**config.mk**
```make
export PLATFORM = sky130hd
export DESIGN_NAME = turn_controller
export DESIGN_NICKNAME = d
export VERILOG_FILES = /design/src/rtl/turn_controller.sv
export SDC_FILE = /design/constraint.sdc
export NUM_CORES = 1
export LEC_CHECK = 0
export CELL_PAD_IN_SITES_DETAIL_PLACEMENT = 1
export CELL_PAD_IN_SITES_GLOBAL_PLACEMENT = 2
export CORE_MARGIN = 2
export CORE_UTILIZATION = 34
export CTS_CLUSTER_DIAMETER = 150
export DETAILED_ROUTE_END_ITERATION = 8
export DONT_BUFFER_PORTS = 1
export GPL_TIMING_DRIVEN = 0
export PLACE_DENSITY_LB_ADDON = 0.1
export RECOVER_POWER = 100
export SYNTH_ARGS = -nofsm -noshare
export SYNTH_HDL_FRONTEND = slang
export SYNTH_SLANG_ARGS = --single-unit
```
**constraint.sdc**
```tcl
create_clock -name clk60MHz -period 2.35 [get_ports clk60MHz]
set_input_delay 0.3525 -clock clk60MHz [delete_from_list [all_inputs] [get_ports clk60MHz]]
set_output_delay 0.3525 -clock clk60MHz [all_outputs]
set_load 0.05 [all_outputs]
```
**src/rtl/turn_controller.sv**
```systemverilog
// turn_controller: two-player artillery turn sequencer (aim, charge, launch, flight, settle, game over).
module turn_controller #(
    parameter int unsigned CHARGE_TICK    = 3_000_000,
    parameter int unsigned SETTLE_CYCLES  = 60_000_000,
    parameter int unsigned FLIGHT_TIMEOUT = 600_000_000
) (
    input  logic       clk60MHz,
    input  logic       rst,
    input  logic       throw_btn,
    input  logic       end_throw,
    input  logic [6:0] hp_player1,
    input  logic [6:0] hp_player2,
    output logic       throw_flag,
    output logic       turn,
    output logic [1:0] current_player,
    output logic [4:0] speed,
    output logic       game_over,
    output logic [1:0] winner
);
    localparam logic [1:0] NONE = 2'b00, PLAYER_1 = 2'b01, PLAYER_2 = 2'b10;
    typedef enum logic [2:0] {AIM, CHARGE, LAUNCH, FLIGHT, SETTLE, GAME_OVER} state_t;
    state_t state, state_n;
    logic [31:0] cnt, cnt_n;
    logic btn_prev, turn_n, flag_n, go_n, p1_dead, p2_dead;
    logic [1:0] cp_n, win_n;
    logic [4:0] speed_n;
    assign p1_dead = hp_player1 == 7'd0 || hp_player1 > 7'd100;
    assign p2_dead = hp_player2 == 7'd0 || hp_player2 > 7'd100;
    always_comb begin
        state_n = state;
        cnt_n   = cnt + 32'd1;
        speed_n = speed;
        turn_n  = turn;
        cp_n    = current_player;
        go_n    = game_over;
        win_n   = winner;
        case (state)
            AIM: begin
                cnt_n = '0;
                if (throw_btn && !btn_prev) begin
                    state_n = CHARGE;
                    speed_n = 5'd1;
                end
            end
            CHARGE: begin
                if (!throw_btn) state_n = LAUNCH;
                else if (cnt == 32'(CHARGE_TICK - 1)) begin
                    cnt_n   = '0;
                    speed_n = speed == 5'd31 ? speed : speed + 5'd1;
                end
            end
            LAUNCH: state_n = FLIGHT;
            FLIGHT: if (end_throw || cnt == 32'(FLIGHT_TIMEOUT - 1)) state_n = SETTLE;
            SETTLE: begin
                if (cnt == 32'(SETTLE_CYCLES - 1)) begin
                    speed_n = '0;
                    if (p1_dead || p2_dead) begin
                        state_n = GAME_OVER;
                        go_n    = 1'b1;
                        cp_n    = NONE;
                        win_n   = (p1_dead && p2_dead) ? current_player : p1_dead ? PLAYER_2 : PLAYER_1;
                    end else begin
                        state_n = AIM;
                        turn_n  = !turn;
                        cp_n    = current_player == PLAYER_1 ? PLAYER_2 : PLAYER_1;
                    end
                end
            end
            GAME_OVER: cnt_n = '0;
            default: state_n = AIM;
        endcase
        if (state_n != state) cnt_n = '0;
        flag_n = state_n == LAUNCH;
    end
    always_ff @(posedge clk60MHz) begin
        if (rst) begin
            state          <= AIM;
            cnt            <= '0;
            btn_prev       <= 1'b1;
            throw_flag     <= 1'b0;
            turn           <= 1'b0;
            current_player <= PLAYER_1;
            speed          <= '0;
            game_over      <= 1'b0;
            winner         <= NONE;
        end else begin
            state          <= state_n;
            cnt            <= cnt_n;
            btn_prev       <= throw_btn;
            throw_flag     <= flag_n;
            turn           <= turn_n;
            current_player <= cp_n;
            speed          <= speed_n;
            game_over      <= go_n;
            winner         <= win_n;
        end
    end
endmodule
```
==> run_results.csv, run 1 <==
group,metric,value,unit
run_status,status,"complete, no violations",
synthesis,yosys_warnings,0,
clock_network,clock_sinks,48,
clock_network,h-tree-depth,2,
route,drc,0,
sta,grt_setup_unrepaired,"yes",
floorplan,fp.dieH,90.3,um
power_and_ir_drop,vdd_drop_max,0.210,mV
synthesis,synth-seq-cells,48,
sta,min_period_over_period,98.7,%
setup_path,endpoint_kind,"flop",
sta,final_max_slew_viol_count,0,
route,vias,2286,
layout,fillers,869,
setup_path,worstPathMaxFanout,7,
global_routing,grt_pass1_wl,12000,um
layout,num-nets-final,342,
clock_network,cts_root_buf,"clkbuf_8",
synthesis,synth_ff_type,"dfxtp_1",
synthesis,ys_types,52,
layout,multi_input_area,0.00161,mm^2
floorplan,num_io_pins,30,
floorplan,coreArea,0.00725,mm^2
sta,hold_ws,0.124,ns
setup_path,path_class,"flop to flop",
setup_path,arrival,2.54,ns
layout,final_layout_size_suffix_gt1_share,29.5,%
sta,tightest_slew,0.731,ns
clock_network,clockBufferDepth,2,
power_and_ir_drop,p_int,1130,uW
clock_network,numCtsBuffers,5,
synthesis,ys_seq_area_share,37.9,%
route,avgRoutedWirePerCell,17.6,um
sta,min_period,2.32,ns
place,dp_slack,-0.709,ns
synthesis,syn_area,0.00253,mm^2
run,maxCapViolations,0,
power_and_ir_drop,totalPowerFinal,1520,uW
route,drt-pass1-iter-count,4,
power_and_ir_drop,clkPwrFrac,34.4,%
clock_network,cts.reportedPaths.clkPinSlew,0.09,ns
setup_path,startpoint_type,"flop",
global_routing,grt_max_degree,15,
min_path,hold_class,"primary input to flop",
clock_network,clock_latency,0.30,ns
sta,fmax,431,MHz
global_routing,grt_pass1_vias,2376,
min_path,hold_path_depth,1,
power_and_ir_drop,share_comb_of_total_power,10.9,%
setup_path,reg2regPathDepth,8,
place,hpwl,4930,um
floorplan,fp-row-count,31,
floorplan,die_w,90.3,um
global_routing,grtUsageTotal,18.1,%
global_routing,gr-total-overflow,0,
synthesis,syn_inst,294,
sta,finalHoldViolCount,0,
sta,setup_ws,0.0311,ns
synthesis,syn_nets,315,
synthesis,synth-edff-count,0,
sta,skew,0.00711,ns
floorplan,dieArea,0.00816,mm^2
route,drt_iter0_markers,77,
layout,layout_commonest_cell,"dfxtp_1",
clock_network,cts_tree,"built",
layout,final_cell_mix,"dfxtp_1, nor3_1, buf_4",
route,ant_nets,0,
route,avgViaCountPerCell,5.43,
floorplan,initial_core_util,34.9,%
power_and_ir_drop,p_sw,392,uW
global_routing,antenna_found_initial,0,
sta,final-setup-viol-count,0,
layout,diodes,0,
power_and_ir_drop,power_density,476,mW/mm^2
power_and_ir_drop,p_leak,0.00111,uW
power_and_ir_drop,switching_share,25.7,%
layout,syn_to_final_growth,26.1,%
synthesis,ys_async_sr_fraction,0,%
synthesis,avgSynthCellArea,8.62,um^2
route,drt-total-wl,7410,um
place,portBuffers,0,
setup_path,worstPathRequired,2.57,ns
power_and_ir_drop,p_seq_share,54.7,%
place,gp_congestion,0.729,
layout,layout.area.seq,985,um^2
sta,relSlewSlack,51.1,%
## registers in the layout, indices dropped and copies added, names as in the netlist
name	cells
cnt	32
speed	5
state	3
current_player	2
winner	2
btn_prev	1
game_over	1
throw_flag	1
turn	1
## power by group through the flow
stage	Combinational [uW]	Clock, uW	Sequential (uW)
CTS	148	539	832
detailed placement	110	0	853
global placement	109	0	852
global route	180	576	834
floorplan	80.5	0	850
finish	166	523	832
## Yosys cell counts, drive strengths merged (2+ instances only)
cell type  number  area share (%)
o41ai           3             1.0
xor2           19             6.6
o31ai           3            0.89
nand3          19             3.8
nor2           16             2.4
and4            4             1.5
or3             2            0.49
and2            3            0.79
nor3           38             7.7
buf             7             2.2
nand2b          3            0.74
clkbuf          8             2.2
nand4          13             3.2
xnor2          12             4.1
ha              3             1.5
and3            6             1.5
a21oi          11             2.2
and4b           2            0.84
dfxtp          48              38
nor4            5             1.5
or2             4            0.99
o311ai          4             1.4
nand2          20             3.0
inv             9             1.3
o21ai          10             2.0
o221ai          2            0.69
nor4b           2            0.69
a31oi           5             1.2
## what timing repair did
item | in CTS | in global routing
resized for setup | 42 | 26
gates cloned | 1 | 1
hold buffers | 0 | 0
setup buffers | 17 | 4
pin swaps | 9 | 11
setup endpoints to repair | 44 | 40
## path summary, 6_finish.rpt
kind         startpoint       end  slack (ns)
max             cnt[29]   cnt[10]        0.03
min                 rst  state[1]        0.12
max reg2reg     cnt[29]   cnt[10]        0.03
min reg2reg     cnt[18]   cnt[18]        0.56
## per-layer routing
metal,part of all wire [%],track usage (%),wire length [um]
met4,0.46,3.46,34
met1,46,23.4,3380
met2,51,31.6,3790
met5,0,0,0
met3,2.7,3.26,201
## critical path, stage by stage, from the launching register on
cell	delay, ns
dfxtp_1	0.45
nor4bb_1	0.37
nand4_1	0.26
o311ai_4	0.33
or2b_4	0.19
a41oi_4	0.12
buf_12	0.19
clkbuf_16	0.15
nor3_1	0.17
## layout make-up
class / count / area share [%]
multi-input combinational: 221 / 50.4
sequential: 48 / 30.8
timing repair buffer: 23 / 7.09
buffer: 13 / 3.88
tap: 99 / 3.88
clock buffer: 6 / 2.59
inverter: 9 / 1.06
clock inverter: 2 / 0.313
## cells by family after synthesis
| logic type | after synthesis | synth area share [%] |
|---|---|---|
| flip-flops | 48 | 37.9 |
| AND/OR/NAND/NOR | 144 | 31.7 |
| XOR/XNOR | 31 | 10.7 |
| adder cells (fa/ha/maj) | 3 | 1.48 |
| buffers and inverters | 25 | 6.07 |
| AO/OA/AOI/OAI | 43 | 12.1 |
## stage by stage
stage               cell area, um^2  TNS (ns)  util [%]  cells
detailed placement             2660    -20.95      36.6    393
global placement               2660    -22.48      36.6    393
global route                   3190     -1.79      44.0    421
floorplan                      2530         0         -    294
finish                         3190         0      44.0    421
CTS                            3070     -3.40      42.3    419
Power figures use the tool's default switching activity.
==> inputs of run 2 (changes only) <==
- CORE_UTILIZATION: 34 -> 41
- clock period: 2.35 -> 3 ns (I/O delays scaled with it)
==> run_results.csv, run 2 (synthesis results as in run 1) <==
group,metric,value,unit
run_status,status,"complete, no violations",
place,hpwl,4720,um
setup_path,r2r_end,"cnt[3]",
sta,skew,0.00712,ns
setup_path,worstPathMaxFanout,10,
setup_path,worst-r2r-setup-slack,0.28,ns
route,drt_iter0_markers,54,
route,drt-pass1-iter-count,4,
floorplan,initial_core_util,42.5,%
route,avgViaCountPerCell,5.71,
layout,layout.cells.non_filler,377,
clock_network,clock_sinks,48,
sta,finalHoldViolCount,0,
power_and_ir_drop,clkPwrFrac,35.4,%
global_routing,grt_pass1_wl,10100,um
clock_network,cts_root_buf,"clkbuf_8",
floorplan,fp-row-count,28,
setup_path,startpoint_type,"flop",
power_and_ir_drop,vdd_drop_max,0.178,mV
layout,diodes,0,
setup_path,crit_end,"cnt[3]",
route,drt-total-wl,6240,um
layout,fillers,728,
layout,largest_register,"cnt",
sta,relSlewSlack,49.5,%
power_and_ir_drop,p_seq_share,57.3,%
place,gp_congestion,0.801,
floorplan,die_w,82.6,um
place,placed_cells_incl_taps,369,
sta,final-setup-viol-count,0,
clock_network,numCtsBuffers,5,
global_routing,gr-total-overflow,0,
setup_path,r2r_start,"cnt[0]",
sta,fmax,367,MHz
place,portBuffers,0,
sta,hold_ws,0.220,ns
setup_path,path_class,"flop to flop",
route,drc,0,
setup_path,endpoint_kind,"flop",
sta,tightest_slew,0.752,ns
layout,num-nets-final,322,
clock_network,clock_latency,0.30,ns
power_and_ir_drop,p_sw,279,uW
sta,setup-tns-final,0,ns
global_routing,grt_max_degree,14,
layout,layout_commonest_cell,"dfxtp_1",
setup_path,critPathLaunch,"cnt[0]",
setup_path,arrival,2.91,ns
run,maxCapViolations,0,
floorplan,fp.dieH,82.6,um
layout,layout.area.seq,961,um^2
global_routing,antenna_found_initial,0,
layout,final_layout_size_suffix_gt1_share,10.6,%
layout,syn_to_final_growth,7.46,%
clock_network,clockBufferDepth,2,
power_and_ir_drop,p_leak,0.000882,uW
clock_network,cts.reportedPaths.clkPinSlew,0.09,ns
layout,reg_top3,"cnt x32, speed x5, state x3",
sta,grt_setup_unrepaired,"no",
sta,min_period_over_period,90.8,%
floorplan,coreArea,0.00596,mm^2
route,avgRoutedWirePerCell,16.6,um
global_routing,grt_pass1_vias,2090,
layout,multi_input_area,0.00143,mm^2
setup_path,worstPathRequired,3.19,ns
layout,largest_reg_flops,32,
sta,min_period,2.72,ns
floorplan,dieArea,0.00682,mm^2
sta,final_max_slew_viol_count,0,
power_and_ir_drop,share_comb_of_total_power,7.3,%
clock_network,cts_tree,"built",
layout,final_cell_mix,"dfxtp_1, nor3_1, nand2_1",
global_routing,grtUsageTotal,19.6,%
min_path,hold_class,"primary input to flop",
setup_path,reg2regPathDepth,9,
route,ant_nets,0,
floorplan,num_io_pins,30,
power_and_ir_drop,p_int,859,uW
power_and_ir_drop,power_density,418,mW/mm^2
clock_network,h-tree-depth,2,
route,vias,2153,
power_and_ir_drop,switching_share,24.5,%
-- run 2: power by group through the flow --
stage | combinational, uW | clock [uW] | sequential (uW)
6_report | 82.9 | 403 | 653
2_1_floorplan | 62.9 | 0 | 666
3_3_place_gp | 83.0 | 0 | 668
5_1_grt | 92.3 | 446 | 654
3_5_place_dp | 83.5 | 0 | 668
4_1_cts | 83.7 | 423 | 653
-- run 2: final cells by class --
type                       count  share of cell area, %
buffer                        16                   4.37
clock buffer                   8                   3.31
inverter                       9                   1.24
multi-input combinational    221                   52.3
sequential                    48                   35.3
tap                           75                   3.45
-- run 2: routing by layer --
metal / GRT usage [%] / part of all wire (%) / up-vias
met5: 0 / 0 / -
li1: - / - / 1086
met1: 25.5 / 48 / 1031
met3: 3.59 / 3.3 / 7
met2: 33.5 / 47 / 29
met4: 4.92 / 1.1 / 0
-- run 2: worst min-delay path by stage --
| stage | slack [ns] | from | cells past startpoint | to |
|---|---|---|---|---|
| floorplan | 0.45 | cnt[0] | 1 | cnt[0] |
| global placement | 0.48 | cnt[0] | 1 | cnt[0] |
| detailed placement | 0.49 | cnt[0] | 1 | cnt[0] |
| CTS | 0.21 | rst | 1 | state[1] |
| global route | 0.22 | rst | 1 | state[1] |
| finish | 0.22 | rst | 1 | state[1] |
-- run 2: stage by stage --
stage          power (uW)  area (um^2)  setup slack (ns)  utilization (%)
2_1_floorplan         729         2530             0.641                -
3_3_place_gp          751         2630            0.0978             44.1
3_5_place_dp          751         2630            0.0643             44.1
4_1_cts              1160         2720            0.0277             45.6
5_1_grt              1190         2720            0.0116             45.7
6_report             1140         2720             0.277             45.7
-- run 2: critical path, stage by stage, from the launching register on --
cell and delay [ns]:
dfxtp_1 0.38, ha_1 0.20, and3_1 0.16, clkbuf_2 0.18, nand4_1 0.23, o311ai_1 0.51
nor2_1 0.08, o21ai_1 0.45, buf_2 0.33, nor3_1 0.09
-- run 2: timing repair --
action	in CTS	in global routing
hold buffers	0	0
gates resized for setup	0	2
endpoints found under the setup margin	0	30
buffers inserted	0	0
